===== src/rtl/dmem_arb_pkg.sv =====
// Shared types and default sizing for the data-memory arbiter.
package dmem_arb_pkg;

  typedef enum logic [1:0] {
    OWN_NONE = 2'd0,
    OWN_LS   = 2'd1,
    OWN_DMA  = 2'd2
  } owner_t;

  localparam int unsigned DMEM_ADDR_W       = 16;
  localparam int unsigned DMEM_DATA_W       = 32;
  localparam int unsigned DMEM_MAX_WAIT_DEF = 4;

endpackage


===== src/rtl/dmem_wait_ctr.sv =====
// Saturating starvation counter for the DMA requester; expired once the
// count reaches MAX_WAIT consecutive denied cycles.
module dmem_wait_ctr
  import dmem_arb_pkg::*;
#(
  parameter int unsigned MAX_WAIT = DMEM_MAX_WAIT_DEF
) (
  input  logic clk,
  input  logic rst_n,
  input  logic inc,
  input  logic clr,
  output logic expired
);

  logic [3:0] cnt_q;
  logic [3:0] cnt_d;

  always_comb begin
    cnt_d = cnt_q;
    if (clr) begin
      cnt_d = '0;
    end else if (inc && (cnt_q != 4'hF)) begin
      cnt_d = cnt_q + 4'd1;
    end
  end

  always_ff @(posedge clk or negedge rst_n) begin
    if (!rst_n) begin
      cnt_q <= '0;
    end else begin
      cnt_q <= cnt_d;
    end
  end

  assign expired = (32'(cnt_q) >= MAX_WAIT);

endmodule


===== src/rtl/dmem_arbiter.sv =====
// Single-port data-memory arbiter: EX load/store has priority, DMA gets a
// bounded wait; read data returns one cycle after the grant to its owner.
module dmem_arbiter
  import dmem_arb_pkg::*;
#(
  parameter int unsigned ADDR_W   = DMEM_ADDR_W,
  parameter int unsigned DATA_W   = DMEM_DATA_W,
  parameter int unsigned MAX_WAIT = DMEM_MAX_WAIT_DEF
) (
  input  logic              clk,
  input  logic              rst_n,
  input  logic              ls_req,
  input  logic              ls_we,
  input  logic [ADDR_W-1:0] ls_addr,
  input  logic [DATA_W-1:0] ls_wdata,
  output logic              ls_gnt,
  output logic              ls_stall,
  output logic              ls_rvalid,
  output logic [DATA_W-1:0] ls_rdata,
  input  logic              dma_req,
  input  logic              dma_we,
  input  logic [ADDR_W-1:0] dma_addr,
  input  logic [DATA_W-1:0] dma_wdata,
  output logic              dma_gnt,
  output logic              dma_rvalid,
  output logic [DATA_W-1:0] dma_rdata,
  output logic [ADDR_W-1:0] mem_a,
  output logic              mem_w,
  output logic [DATA_W-1:0] mem_d,
  input  logic [DATA_W-1:0] mem_q
);

  logic              expired;
  logic              ls_win;
  logic              dma_win;
  owner_t            rd_owner_q;
  owner_t            rd_owner_d;
  logic [ADDR_W-1:0] mem_a_q;
  logic [DATA_W-1:0] ls_rdata_q;
  logic [DATA_W-1:0] dma_rdata_q;

  dmem_wait_ctr #(
    .MAX_WAIT (MAX_WAIT)
  ) u_wait_ctr (
    .clk     (clk),
    .rst_n   (rst_n),
    .inc     (dma_req & ~dma_win),
    .clr     (dma_win | ~dma_req),
    .expired (expired)
  );

  // Grants are gated by rst_n so nothing reaches the memory during reset.
  always_comb begin
    ls_win  = 1'b0;
    dma_win = 1'b0;
    if (rst_n) begin
      if (dma_req && expired) begin
        dma_win = 1'b1;
      end else if (ls_req) begin
        ls_win = 1'b1;
      end else if (dma_req) begin
        dma_win = 1'b1;
      end
    end
  end

  always_comb begin
    mem_a      = mem_a_q;
    mem_w      = 1'b0;
    mem_d      = '0;
    rd_owner_d = OWN_NONE;
    if (ls_win) begin
      mem_a      = ls_addr;
      mem_w      = ls_we;
      mem_d      = ls_wdata;
      rd_owner_d = ls_we ? OWN_NONE : OWN_LS;
    end else if (dma_win) begin
      mem_a      = dma_addr;
      mem_w      = dma_we;
      mem_d      = dma_wdata;
      rd_owner_d = dma_we ? OWN_NONE : OWN_DMA;
    end
  end

  assign ls_gnt   = ls_win;
  assign dma_gnt  = dma_win;
  assign ls_stall = ls_req & ~ls_win;

  // Return path: the owner sees mem_q directly, the other side holds.
  assign ls_rvalid  = (rd_owner_q == OWN_LS);
  assign dma_rvalid = (rd_owner_q == OWN_DMA);
  assign ls_rdata   = ls_rvalid  ? mem_q : ls_rdata_q;
  assign dma_rdata  = dma_rvalid ? mem_q : dma_rdata_q;

  always_ff @(posedge clk or negedge rst_n) begin
    if (!rst_n) begin
      rd_owner_q  <= OWN_NONE;
      mem_a_q     <= '0;
      ls_rdata_q  <= '0;
      dma_rdata_q <= '0;
    end else begin
      rd_owner_q  <= rd_owner_d;
      mem_a_q     <= mem_a;
      ls_rdata_q  <= ls_rdata;
      dma_rdata_q <= dma_rdata;
    end
  end

endmodule


===== config.mk =====
export PLATFORM = sky130hd
export DESIGN_NAME = dmem_arbiter
export DESIGN_NICKNAME = d
export VERILOG_FILES = /design/src/rtl/dmem_arb_pkg.sv /design/src/rtl/dmem_wait_ctr.sv /design/src/rtl/dmem_arbiter.sv
export SDC_FILE = /design/constraint.sdc
export NUM_CORES = 1
export LEC_CHECK = 0
export BUFFER_PORTS_ARGS = -buffer_cell sky130_fd_sc_hd__buf_4
export CAP_MARGIN = 20
export CORE_AREA = 2 2 98 100
export DETAILED_ROUTE_END_ITERATION = 16
export DIE_AREA = 0 0 100 102
export PLACE_DENSITY_LB_ADDON = 0.15
export SYNTH_ARGS = -nofsm -noshare
export SYNTH_HDL_FRONTEND = slang
export SYNTH_SLANG_ARGS = --single-unit
export TNS_END_PERCENT = 100

===== constraint.sdc =====
create_clock -name clk -period 2.7 [get_ports clk]
set_input_delay 0.54 -clock clk [delete_from_list [all_inputs] [get_ports clk]]
set_output_delay 0.54 -clock clk [all_outputs]
set_load 0.05 [all_outputs]

==> results of run 1 <==
## cell usage in the layout, fill, tap and decap left out, types with 2 or more instances in the layout
cell and n:
sky130_fd_sc_hd__mux2_2 64, sky130_fd_sc_hd__o21ai_0 7, sky130_fd_sc_hd__clkbuf_8 10, sky130_fd_sc_hd__nand3_1 2, sky130_fd_sc_hd__clkinvlp_4 2, sky130_fd_sc_hd__nor2_1 5, sky130_fd_sc_hd__a22o_1 33, sky130_fd_sc_hd__inv_8 2
sky130_fd_sc_hd__nor3_1 19, sky130_fd_sc_hd__inv_1 2, sky130_fd_sc_hd__a31oi_1 17, sky130_fd_sc_hd__nand2_1 3, sky130_fd_sc_hd__nand4_1 16, sky130_fd_sc_hd__buf_4 261, sky130_fd_sc_hd__dfrtp_1 86, sky130_fd_sc_hd__o21ai_1 10
## power groups by stage
stage | clock (uW) | combinational (uW) | sequential [uW]
after floorplan | 0 | 1520 | 1610
after global placement | 0 | 2210 | 1620
after detailed placement | 0 | 2240 | 1640
after CTS | 956 | 2240 | 1610
after global routing | 1010 | 2330 | 1630
final | 923 | 2230 | 1610
## stage by stage
step                      setup TNS [ns]  cells  utilization, %  hold slack (ns)
after floorplan                   -0.513    304               -            0.244
after global placement                 0    649            64.1            0.388
after detailed placement               0    649            64.1            0.394
after CTS                              0    666            66.5          0.00629
after global routing                   0    667            66.6          0.00582
final                                  0    667            66.6           0.0252
## flip-flops by register name, summed over array words and instances, names as in the netlist
name,flops
mem_a_q,16
rd_owner_q,2
u_wait_ctr.cnt_q,4
dma_rdata_q,32
ls_rdata_q,32
## Yosys cell counts, drive strengths merged
| cell | n |
|---|---|
| dfrtp | 86 |
| mux2 | 64 |
| a22o | 33 |
| buf | 20 |
| nor3 | 19 |
| a31oi | 17 |
| o21ai | 17 |
| nand4 | 16 |
| clkbuf | 7 |
| nor2 | 6 |
| inv | 3 |
| nand2 | 3 |
| nand3 | 2 |
| nor3b | 2 |
| and2 | 1 |
| ha | 1 |
| mux2i | 1 |
| nand2b | 1 |
| nor2b | 1 |
| o21a | 1 |
| or2 | 1 |
| or3b | 1 |
| xnor2 | 1 |
## path summary, 6_finish.rpt
| check | end | startpoint | slack [ns] |
|---|---|---|---|
| setup reg to reg | dma_rdata_q[7] | rd_owner_q[0] | 1.23 |
| hold reg to reg | ls_rdata_q[27] | ls_rdata_q[27] | 0.50 |
| hold / removal | mem_a_q[2] | rst_n | 0.03 |
| max in group asynchronous | dma_rdata_q[22] | rst_n | 1.26 |
| setup / recovery | mem_d[3] | u_wait_ctr.cnt_q[2] | 0.13 |
| min in group clk | rd_owner_q[0] | ls_we | 0.37 |
## what timing repair did
| action | in CTS | in global routing |
|---|---|---|
| hold buffers | 0 | 0 |
| pin swaps | 0 | 1 |
| setup buffers | 0 | 1 |
| endpoints found under the setup margin | 45 | 15 |
| gates cloned | 1 | 0 |
| gates resized for setup | 2 | 1 |
## worst register-to-register path, stage by stage, from the launching register on
cell	delay [ns]
sky130_fd_sc_hd__dfrtp_1	0.42
sky130_fd_sc_hd__nor2b_4	0.11
sky130_fd_sc_hd__buf_4	0.40
sky130_fd_sc_hd__mux2_2	0.44
## kinds of logic (layout without fill, tap and decap cells)
group                    count (synthesis)  in the layout  synth area share [%]
flip-flops                              86             86                  55.1
AO/OA/AOI/OAI                           68             68                  12.7
multiplexers                            65             65                  18.7
AND/OR/NAND/NOR                         53             53                  7.72
buffers and inverters                   30            282                  5.28
adder cells (fa/ha/maj)                  1              1                 0.320
XOR/XNOR                                 1              1                 0.224
## layer usage
| layer | up-vias | track usage, % | share of wire (%) |
|---|---|---|---|
| met5 | - | 0 | 0.093 |
| met4 | 2 | 5.27 | 0.94 |
| met3 | 13 | 5.34 | 6.2 |
| li1 | 1633 | - | - |
| met2 | 147 | 35.7 | 50 |
| met1 | 1700 | 31.3 | 42 |
## final cells by class
cell class | count | area, um2
Inverter | 3 | 18.8
Clock buffer | 11 | 141
Timing Repair Buffer | 262 | 1980
Timing Repair inverter | 1 | 6.26
Clock inverter | 5 | 65.1
Sequential cell | 86 | 2150
Multi-Input combinational cell | 188 | 1560
Tap cell | 111 | 139
Fill cell | 742 | 3040
==> metrics.md, run 1 <==
| Metric | Value |
|---|---|
| Sinks on the clock net | between 80 and 90 |
| Wire length of the first global-routing pass | 18000 um |
| Number of instances in the synthesized netlist | 304 |
| Max Transition Viols Final | 0 |
| Die outline area | around 0.010 mm2 |
| Netlist Area Pre-Place | 0.00391 mm2 |
| Fraction of power consumed by combinational cells | 46.9% |
| Placed cell areas | 0.00584 mm2 |
| Largest net degree at the start of global routing | roughly 80 |
| Cell taking the most area after synthesis | sky130_fd_sc_hd__dfrtp_1 |
| Post-detailed-routing wire length | around 12000 um |
| Drt via density | 5.24 |
| Overall Global Routing Usage | 22.4% |
| Number of warnings issued by yosys | 0 |
| Vias in the first global route | 3459 |
| Area overhead of the layout relative to synthesis | 55.2% |
| Cell family contributing the most delay on the critical path | flip-flops |
| Pre-CTS worst setup slack | 0.0334 ns |
| Worst path depth | 5 |
| Detailed-route wire length per cell | between 15 and 20 um |
| Clock slew at the register clock pins of the worst setup and hold paths | 0.09 ns |
| R2R depth | 3 |
| Final non-filler cell area | 0.00607 mm2 |
| Share of cells above drive strength 1 | a little over three fifths |
| Internal Dissipation | 2740 uW |
| Unrepaired setup endpoints after global routing | no |
| Final clock period utilization by the worst path | 95.2% |
| Antenna Violating Nets Remaining | 0 |
| Setup violators final | 0 |
| PnR Total Power | 4760 uW |
| Core region area | 0.00911 mm2 |
| TritonCTS clock tree | built |
| Placer's final routability congestion estimate | slightly above 0.8 |
| Number of unique standard cell types used by synthesis | 31 |
| Flop pwr share | approximately a third |
| Clock buffers created by TritonCTS | 9 |
| Post-route minimum period | 2.57 ns |
| Switching Fraction | between 40% and 50% |
| Psw | slightly above 2000 uW |
| Critical path's slowest cell | sky130_fd_sc_hd__dfrtp_1 |
| Power density cells | 785 mW/mm2 |
| Top post-synthesis cells by area | sky130_fd_sc_hd__dfrtp_1 (55%), sky130_fd_sc_hd__mux2_2 (18%), sky130_fd_sc_hd__a22o_1 (7.4%), sky130_fd_sc_hd__a31oi_1 (2.7%), sky130_fd_sc_hd__nand4_1 (2.6%) |
| Required time of the critical path | 2.16 ns |
| Buffer and inverter count on the worst path | 2 |
| # H-tree levels | 3 |
| Antenna violations before repair | 1 |
| Max FO, Critical Path | 20 |
| Root cell of the clock tree | sky130_fd_sc_hd__clkbuf_8 |
| Worst setup slack after layout | 0.131 ns |
| Total grt overflow | 0 |
| Maximum single-stage delay on the critical path | 0.49 ns |
| Number of synthesized register bits | 86 |
| Crit end category | output pin |
| Die Y-Extent | 102 um |
| Port bufs | 251 |
| Total number of nets in the final design | ~700 |
| Length of the first detailed-routing pass in iterations | 4 |
| Count of unresolved DRC violations after routing | 0 |
| Number of antenna diodes | 0 |
| Final HPWL DP | approximately 9000 um |
| Max-cap violations | 0 |
| Clk network pwr share | 19.4% |
| Synth top area share | between 50% and 60% |
| Maximum VDD drop | 0.498 mV |
| Number of placement rows | 35 |
| Kind of start point of the critical path | flip-flop |
| Clock latency on the worst-skew pair | 0.35 ns |
| Max Clk Rate | 0.389 GHz |
| CP Cell Sequence | o21a_4 > or2_4 > inv_4 > a22o_1 > buf_4 |
| Leakage power summed over all cells | 0.00294 uW |
| Post-synthesis net count | 439 |
| Worst Skew | ~0.016 ns |
| Die boundary width | ~100 um |
| Mean Syn Cell Area | 12.9 um2 |
| Status | completed |
| Buffer levels on the longest clock path | 2 |
| Headroom to the max-slew limit | 35.7% |
| Count of endpoints failing hold in the final timing report | 0 |
| Total I/O pin count | 252 |
| Data arrival time of the critical path | 2.03 ns |
| Setup Crit Path Kind | flip-flop to output pin |
| Drt initial violations | 130 |
| Starting Density | 42.9% |
| Hold WC Path Type | input pin to asynchronous set/reset pin |
| Total via count in the routed design | 3495 |
| Worst Max-Slew Pin Slew | 0.964 ns |
| Sequential element share of the synthesized area | 55.1% |
Note: power is estimated with default switching activity, not from simulation.
==> inputs of run 2 (changes only) <==
--- a/config.mk
+++ b/config.mk
@@ -13,5 +13,6 @@
 export PLACE_DENSITY_LB_ADDON = 0.15
 export SYNTH_ARGS = -nofsm -noshare
 export SYNTH_HDL_FRONTEND = slang
+export SYNTH_HIERARCHICAL = 1
 export SYNTH_SLANG_ARGS = --single-unit
 export TNS_END_PERCENT = 100
==> metrics.md, run 2 <==
| Metric | Value |
|---|---|
| Required time of the critical path | around 2.2 ns |
| Max FO, Critical Path | 17 |
| Total number of nets in the final design | 652 |
| Largest net degree at the start of global routing | 53 |
| Antenna violations before repair | 0 |
| Number of warnings issued by yosys | 6 |
| Fin util | 66.1% |
| Critical path's slowest cell | sky130_fd_sc_hd__dfrtp_1 |
| Count of flip-flops with a built-in enable after synthesis | 0 |
| Buffer levels on the longest clock path | 2 |
| Total grt overflow | 0 |
| Max-cap violations | 0 |
| Leading register cell type out of synthesis | sky130_fd_sc_hd__dfrtp_1 |
| Internal Dissipation | 2850 uW |
| Placer's final routability congestion estimate | 0.848 |
| Drt initial violations | around 110 |
| Vias in the first global route | 3312 |
| Die boundary width | 100 um |
| Number of antenna diodes | 0 |
| Data arrival time of the critical path | 2.04 ns |
| Worst Max-Slew Pin Slew | 0.654 ns |
| Maximum VDD drop | around 0.33 mV |
| Post-route minimum period | approximately 2.6 ns |
| Leakage power summed over all cells | between 0.002 and 0.003 uW |
| Post-detailed-routing wire length | 11600 um |
| Number of placement rows | 35 |
| Sequential element share of the synthesized area | 57.2% |
| Filler cell count in the final layout | 721 |
| Leading registers by flop count | dma_rdata_q (32), ls_rdata_q (32), mem_a_q (16) |
| Clock slew at the register clock pins of the worst setup and hold paths | around 0.090 ns |
| Die Y-Extent | 102 um |
| Area overhead of the layout relative to synthesis | 60.1% |
| Netlist Area Pre-Place | around 0.0038 mm2 |
| Mean Syn Cell Area | 14.2 um2 |
| Core region area | just over 0.009 mm2 |
| Root cell of the clock tree | sky130_fd_sc_hd__clkbuf_8 |
| Most used standard cells in the synthesized netlist | sky130_fd_sc_hd__dfrtp_1 (86), sky130_fd_sc_hd__mux2_2 (39), sky130_fd_sc_hd__a22o_1 (33) |
| Status | completed |
| Share of cells above drive strength 1 | 63.8% |
| # H-tree levels | 3 |
| Number of unique standard cell types used by synthesis | 32 |
| Count of endpoints failing hold in the final timing report | 0 |
| Headroom to the max-slew limit | 56.4% |
| Number of synthesized register bits | 86 |
| Clock buffers created by TritonCTS | 9 |
| Clk network pwr share | 23.0% |
| Cell family contributing the most delay on the critical path | simple AND/OR/NAND/NOR gates |
| Length of the first detailed-routing pass in iterations | 4 |
| Final HPWL DP | 8970 um |
| Detailed-route wire length per cell | 18.3 um |
| Total via count in the routed design | 3214 |
| Overall Global Routing Usage | approximately 22% |
| Switching Fraction | between 40% and 50% |
| Highest-count cells in the layout ignoring fill and taps | sky130_fd_sc_hd__buf_4 (256), sky130_fd_sc_hd__dfrtp_1 (86), sky130_fd_sc_hd__mux2_2 (39) |
| Count of unresolved DRC violations after routing | 0 |
| Wire length of the first global-routing pass | ~17000 um |
| Async set-reset flop share out of synthesis | 100% |
| Total I/O pin count | 252 |
| Fraction of power consumed by combinational cells | 43.7% |
| Placed Cells incl. Taps | 615 |
| Max Transition Viols Final | 0 |
| Die outline area | approximately 0.01 mm2 |
| Setup repair bufs after CTS | 0 |
| Max Clk Rate | 0.387 GHz |
| Port bufs | 251 |
| Hold WC Path Type | input pin to asynchronous set/reset pin |
| Synth top area share | 57.2% |
| CP Cell Sequence | or2_2 > nand2_1 > nand3_2 > buf_6 > o221a_2 > buf_4 |
| Antenna Violating Nets Remaining | 0 |
| Crit end category | output pin |
| Maximum single-stage delay on the critical path | around 0.42 ns |
| Combined area of the multi-input logic cells | roughly 0.0015 mm2 |
| Top post-synthesis cells by area | sky130_fd_sc_hd__dfrtp_1 (57%), sky130_fd_sc_hd__mux2_2 (12%), sky130_fd_sc_hd__a22o_1 (7.7%), sky130_fd_sc_hd__mux2_1 (7.5%), sky130_fd_sc_hd__nand2b_1 (3.2%) |
| Clock latency on the worst-skew pair | 0.35 ns |
| Cell with the most instances after synthesis | sky130_fd_sc_hd__dfrtp_1 |
| Psw | 1910 uW |
| Setup Total Neg Slack | 0 ns |
| Power density cells | slightly below 800 mW/mm2 |
| Flop pwr share | 33.3% |
| Starting Density | between 40% and 50% |
| Cell Count, Final, Fillers Out | 633 |
| Most frequent standard cell in the layout excluding fill and tap cells | sky130_fd_sc_hd__buf_4 |
| Buffer and inverter count on the worst path | 2 |
| Cell taking the most area after synthesis | sky130_fd_sc_hd__dfrtp_1 |
| Sinks on the clock net | 86 |
| Drt via density | 5.08 |
| Seq. cell area | approximately 0.0022 mm2 |
| Setup Crit Path Kind | flip-flop to output pin |
| Final clock period utilization by the worst path | 95.7% |
| Unrepaired setup endpoints after global routing | no |
| Setup violators final | 0 |
| Number of instances in the synthesized netlist | ~270 |
| Post-synthesis net count | 400 |
| Kind of start point of the critical path | flip-flop |
| TritonCTS clock tree | built |
| Worst Skew | 0.0125 ns |
## run 2: cell count changes after synthesis, moves of 7 or more
cell	previous run	this run
sky130_fd_sc_hd__mux2_1	0	25
sky130_fd_sc_hd__mux2_2	64	39
sky130_fd_sc_hd__o221a_2	0	9
sky130_fd_sc_hd__nand4_1	16	1
sky130_fd_sc_hd__o21ai_1	10	1
sky130_fd_sc_hd__o221a_1	0	7
sky130_fd_sc_hd__nand2b_1	1	19
sky130_fd_sc_hd__nor3_1	19	1
sky130_fd_sc_hd__a31oi_1	17	0
## run 2: cells by family after synthesis
group                      count (synthesis)  share of synthesized area [%]
muxes                                     66                           19.8
and+or+nand+nor                           35                           6.02
adders and majority gates                  1                          0.333
AOI/OAI and AO/OA                         55                           13.5
buffers and inverters                     22                           3.13
DFF                                       86                           57.2
## run 2: routing by layer
layer  vias to the layer above  track usage (%)  share of wire, %
met1                      1539             24.7                37
met3                        30             6.09               7.3
met5                         -                0                 0
li1                       1490                -                 -
met2                       155             39.0                52
met4                         0             11.6               4.1
## run 2: worst register-to-register path, stage by stage (launching register included)
cell	delay [ns]
sky130_fd_sc_hd__dfrtp_1	0.42
sky130_fd_sc_hd__or2_2	0.33
sky130_fd_sc_hd__o211ai_2	0.18
sky130_fd_sc_hd__buf_4	0.28
sky130_fd_sc_hd__and2_1	0.22
sky130_fd_sc_hd__nor2b_4	0.19
sky130_fd_sc_hd__mux2_4	0.30
## run 2: through the flow
step | setup slack, ns | area (um2) | hold WS (ns) | power, uW
after floorplan | 0.430 | 3760 | 0.244 | 2990
after CTS | 0.0660 | 6010 | 0.297 | 4810
after global placement | 0.156 | 5750 | 0.369 | 3670
after detailed placement | 0.0751 | 5750 | 0.371 | 3700
after global routing | 0.0190 | 6020 | 0.319 | 4970
final | 0.116 | 6020 | 0.297 | 4760
## run 2: power by group through the flow
stage	registers, uW	logic [uW]	clock network [uW]
CTS	1590	2100	1130
detailed placement	1610	2090	0
finish	1590	2080	1100
floorplan	1590	1400	0
global route	1610	2170	1180
global placement	1600	2070	0
## run 2: path summary, 6_finish.rpt
| kind | slack [ns] | startpoint | cells past startpoint | endpoint |
|---|---|---|---|---|
| max | 0.12 | u_wait_ctr/cnt_q[2] | 6 | mem_a[15] |
| min | 0.30 | rst_n | 2 | dma_rdata_q[20] |
| max reg2reg | 0.69 | u_wait_ctr/cnt_q[2] | 6 | u_wait_ctr/cnt_q[0] |
| min reg2reg | 0.49 | ls_rdata_q[5] | 1 | ls_rdata_q[5] |
| max in group asynchronous | 1.38 | rst_n | 3 | ls_rdata_q[29] |
| min in group clk | 0.35 | ls_we | 2 | rd_owner_q[0] |
## run 2: layout make-up
class,instances,area share (%)
flip-flops and latches,86,35.7
repair buffers,259,32.6
multi-input cells,157,24.9
well taps,111,2.31
clock buffers,10,2.12
clock inverters,6,1.95
inverters,4,0.333
## run 2: timing repair
item                                   4_1_cts  5_1_grt
setup endpoints to repair                   33        2
endpoints found under the hold margin        2        0
hold buffers                                 1        0
resized for setup                            1        2
==> inputs of run 3 (changes only) <==
--- a/config.mk
+++ b/config.mk
@@ -10,6 +10,7 @@
 export CORE_AREA = 2 2 98 100
 export DETAILED_ROUTE_END_ITERATION = 16
 export DIE_AREA = 0 0 100 102
+export MAX_ROUTING_LAYER = met4
 export PLACE_DENSITY_LB_ADDON = 0.15
 export SYNTH_ARGS = -nofsm -noshare
 export SYNTH_HDL_FRONTEND = slang
==> metrics.md, run 3 (synthesized netlist as in run 2, its figures left out) <==
| Metric | Value |
|---|---|
| Final HPWL DP | 8970 um |
| Total grt overflow | 0 |
| Max Transition Viols Final | 0 |
| Antenna Violating Nets Remaining | 0 |
| Post-detailed-routing wire length | 11600 um |
| CP Cell Sequence | or2_2 > nand2_1 > nand3_2 > buf_6 > o221a_2 > buf_4 |
| # H-tree levels | 3 |
| Clock slew at the register clock pins of the worst setup and hold paths | 0.10 ns |
| Worst Skew | 0.0130 ns |
| Die outline area | 0.0102 mm2 |
| Most frequent standard cell in the layout excluding fill and tap cells | sky130_fd_sc_hd__buf_4 |
| Port bufs | 251 |
| Filler cell count in the final layout | 721 |
| Drt initial violations | 103 |
| Die Y-Extent | between 100 and 150 um |
| Unrepaired setup endpoints after global routing | no |
| Worst Max-Slew Pin Slew | about 0.65 ns |
| Count of unresolved DRC violations after routing | 0 |
| Share of cells above drive strength 1 | a little under two thirds |
| Detailed-route wire length per cell | 18.3 um |
| Setup slack of the worst register-to-register path | between 0.6 and 0.7 ns |
| Sinks on the clock net | between 80 and 90 |
| Highest-count cells in the layout ignoring fill and taps | sky130_fd_sc_hd__buf_4 (256), sky130_fd_sc_hd__dfrtp_1 (86), sky130_fd_sc_hd__mux2_2 (39) |
| Final non-filler cell area | around 0.0060 mm2 |
| Data arrival time of the critical path | 2.04 ns |
| Buffer and inverter count on the worst path | 2 |
| Total via count in the routed design | 3217 |
| Starting Density | 41.3% |
| Maximum single-stage delay on the critical path | around 0.43 ns |
| Max Clk Rate | 0.387 GHz |
| Maximum VDD drop | 0.332 mV |
| Hold WC Path Type | input pin to asynchronous set/reset pin |
| Final clock period utilization by the worst path | 95.6% |
| Status | completed |
| Antenna violations before repair | 0 |
| Max FO, Critical Path | 17 |
| Clock latency on the worst-skew pair | 0.35 ns |
| Overall Global Routing Usage | 22.9% |
| Leakage power summed over all cells | 0.00297 uW |
| Length of the first detailed-routing pass in iterations | 4 |
| Total number of nets in the final design | 652 |
| Kind of start point of the critical path | flip-flop |
| Post-route minimum period | 2.58 ns |
| Core region area | between 0.009 and 0.01 mm2 |
| Area overhead of the layout relative to synthesis | 60.1% |
| Buffer levels on the longest clock path | 2 |
| Clock buffers created by TritonCTS | 9 |
| Setup Crit Path Kind | flip-flop to output pin |
| Max-cap violations | 0 |
| Vias in the first global route | 3304 |
| Largest net degree at the start of global routing | 53 |
| Placed cell areas | 0.00575 mm2 |
| Cell family contributing the most delay on the critical path | simple AND/OR/NAND/NOR gates |
| Number of antenna diodes | 0 |
| Placer's final routability congestion estimate | 0.861 |
| Number of placement rows | 35 |
| Crit end category | output pin |
| Wire length of the first global-routing pass | 17100 um |
| Die boundary width | approximately 100 um |
| Power density cells | 792 mW/mm2 |
| TritonCTS clock tree | built |
| Critical path's slowest cell | sky130_fd_sc_hd__dfrtp_1 |
| Root cell of the clock tree | sky130_fd_sc_hd__clkbuf_8 |
| Total I/O pin count | 252 |
| Leading registers by flop count | dma_rdata_q (32), ls_rdata_q (32), mem_a_q (16) |
| Required time of the critical path | about 2.2 ns |
| Headroom to the max-slew limit | 56.7% |
| Setup violators final | 0 |
| Setup repair bufs after CTS | 0 |
| Count of endpoints failing hold in the final timing report | 0 |
| Drt via density | between 5 and 6 |
| Setup Total Neg Slack | 0 ns |
run 3: cell counts in the layout (fill, tap and decap cells not counted):
No cell type changed its count.
run 3: final timing paths:
path,from,end,cells past startpoint
max,u_wait_ctr/cnt_q[2],mem_a[2],6
min,rst_n,dma_rdata_q[20],2
max reg2reg,u_wait_ctr/cnt_q[2],u_wait_ctr/cnt_q[0],6
min reg2reg,ls_rdata_q[5],ls_rdata_q[5],1
max in group asynchronous,rst_n,ls_rdata_q[29],3
min in group clk,dma_we,rd_owner_q[1],2
run 3: metal layers:
| metal | routed length, um | part of all wire (%) | up-vias | global-route usage, % |
|---|---|---|---|---|
| met5 | 0 | 0 | - | - |
| met4 | 465 | 4.0 | 0 | 11.6 |
| met1 | 4250 | 37 | 1529 | 25.1 |
| met2 | 6010 | 52 | 168 | 39.0 |
| li1 | - | - | 1491 | - |
| met3 | 864 | 7.5 | 29 | 5.54 |
run 3: cell type report:
class                           instances  area [um2]  share of cell area (%)
Timing Repair Buffer                  259        1960                    32.6
Inverter                                4        20.0                   0.333
Clock inverter                          6         118                    1.95
Tap cell                              111         139                    2.31
Multi-Input combinational cell        157        1500                    24.9
Clock buffer                           10         128                    2.12
Sequential cell                        86        2150                    35.7
run 3: power breakdown:
group	internal (uW)	total (uW)	switching [uW]	leakage [uW]
logic	698	2080	1380	0.00183
registers	1530	1590	59.8	0.00102
clock network	625	1100	476	0.000119
total	2850	4770	1920	0.00297
run 3: stage by stage:
step / std cells / hold WS [ns] / utilization (%) / setup slack [ns] / total power (uW)
2_1_floorplan: 265 / 0.244 / - / 0.430 / 2990
3_3_place_gp: 615 / 0.369 / 63.1 / 0.156 / 3670
3_5_place_dp: 615 / 0.371 / 63.1 / 0.0751 / 3700
4_1_cts: 632 / 0.297 / 65.9 / 0.0660 / 4810
5_1_grt: 633 / 0.319 / 66.1 / 0.0193 / 4970
6_report: 633 / 0.292 / 66.1 / 0.119 / 4770
run 3: repair_timing:
action                                 CTS  global route
hold buffers                             1             0
setup endpoints to repair               33             2
endpoints found under the hold margin    2             0
gates resized for setup                  1             2
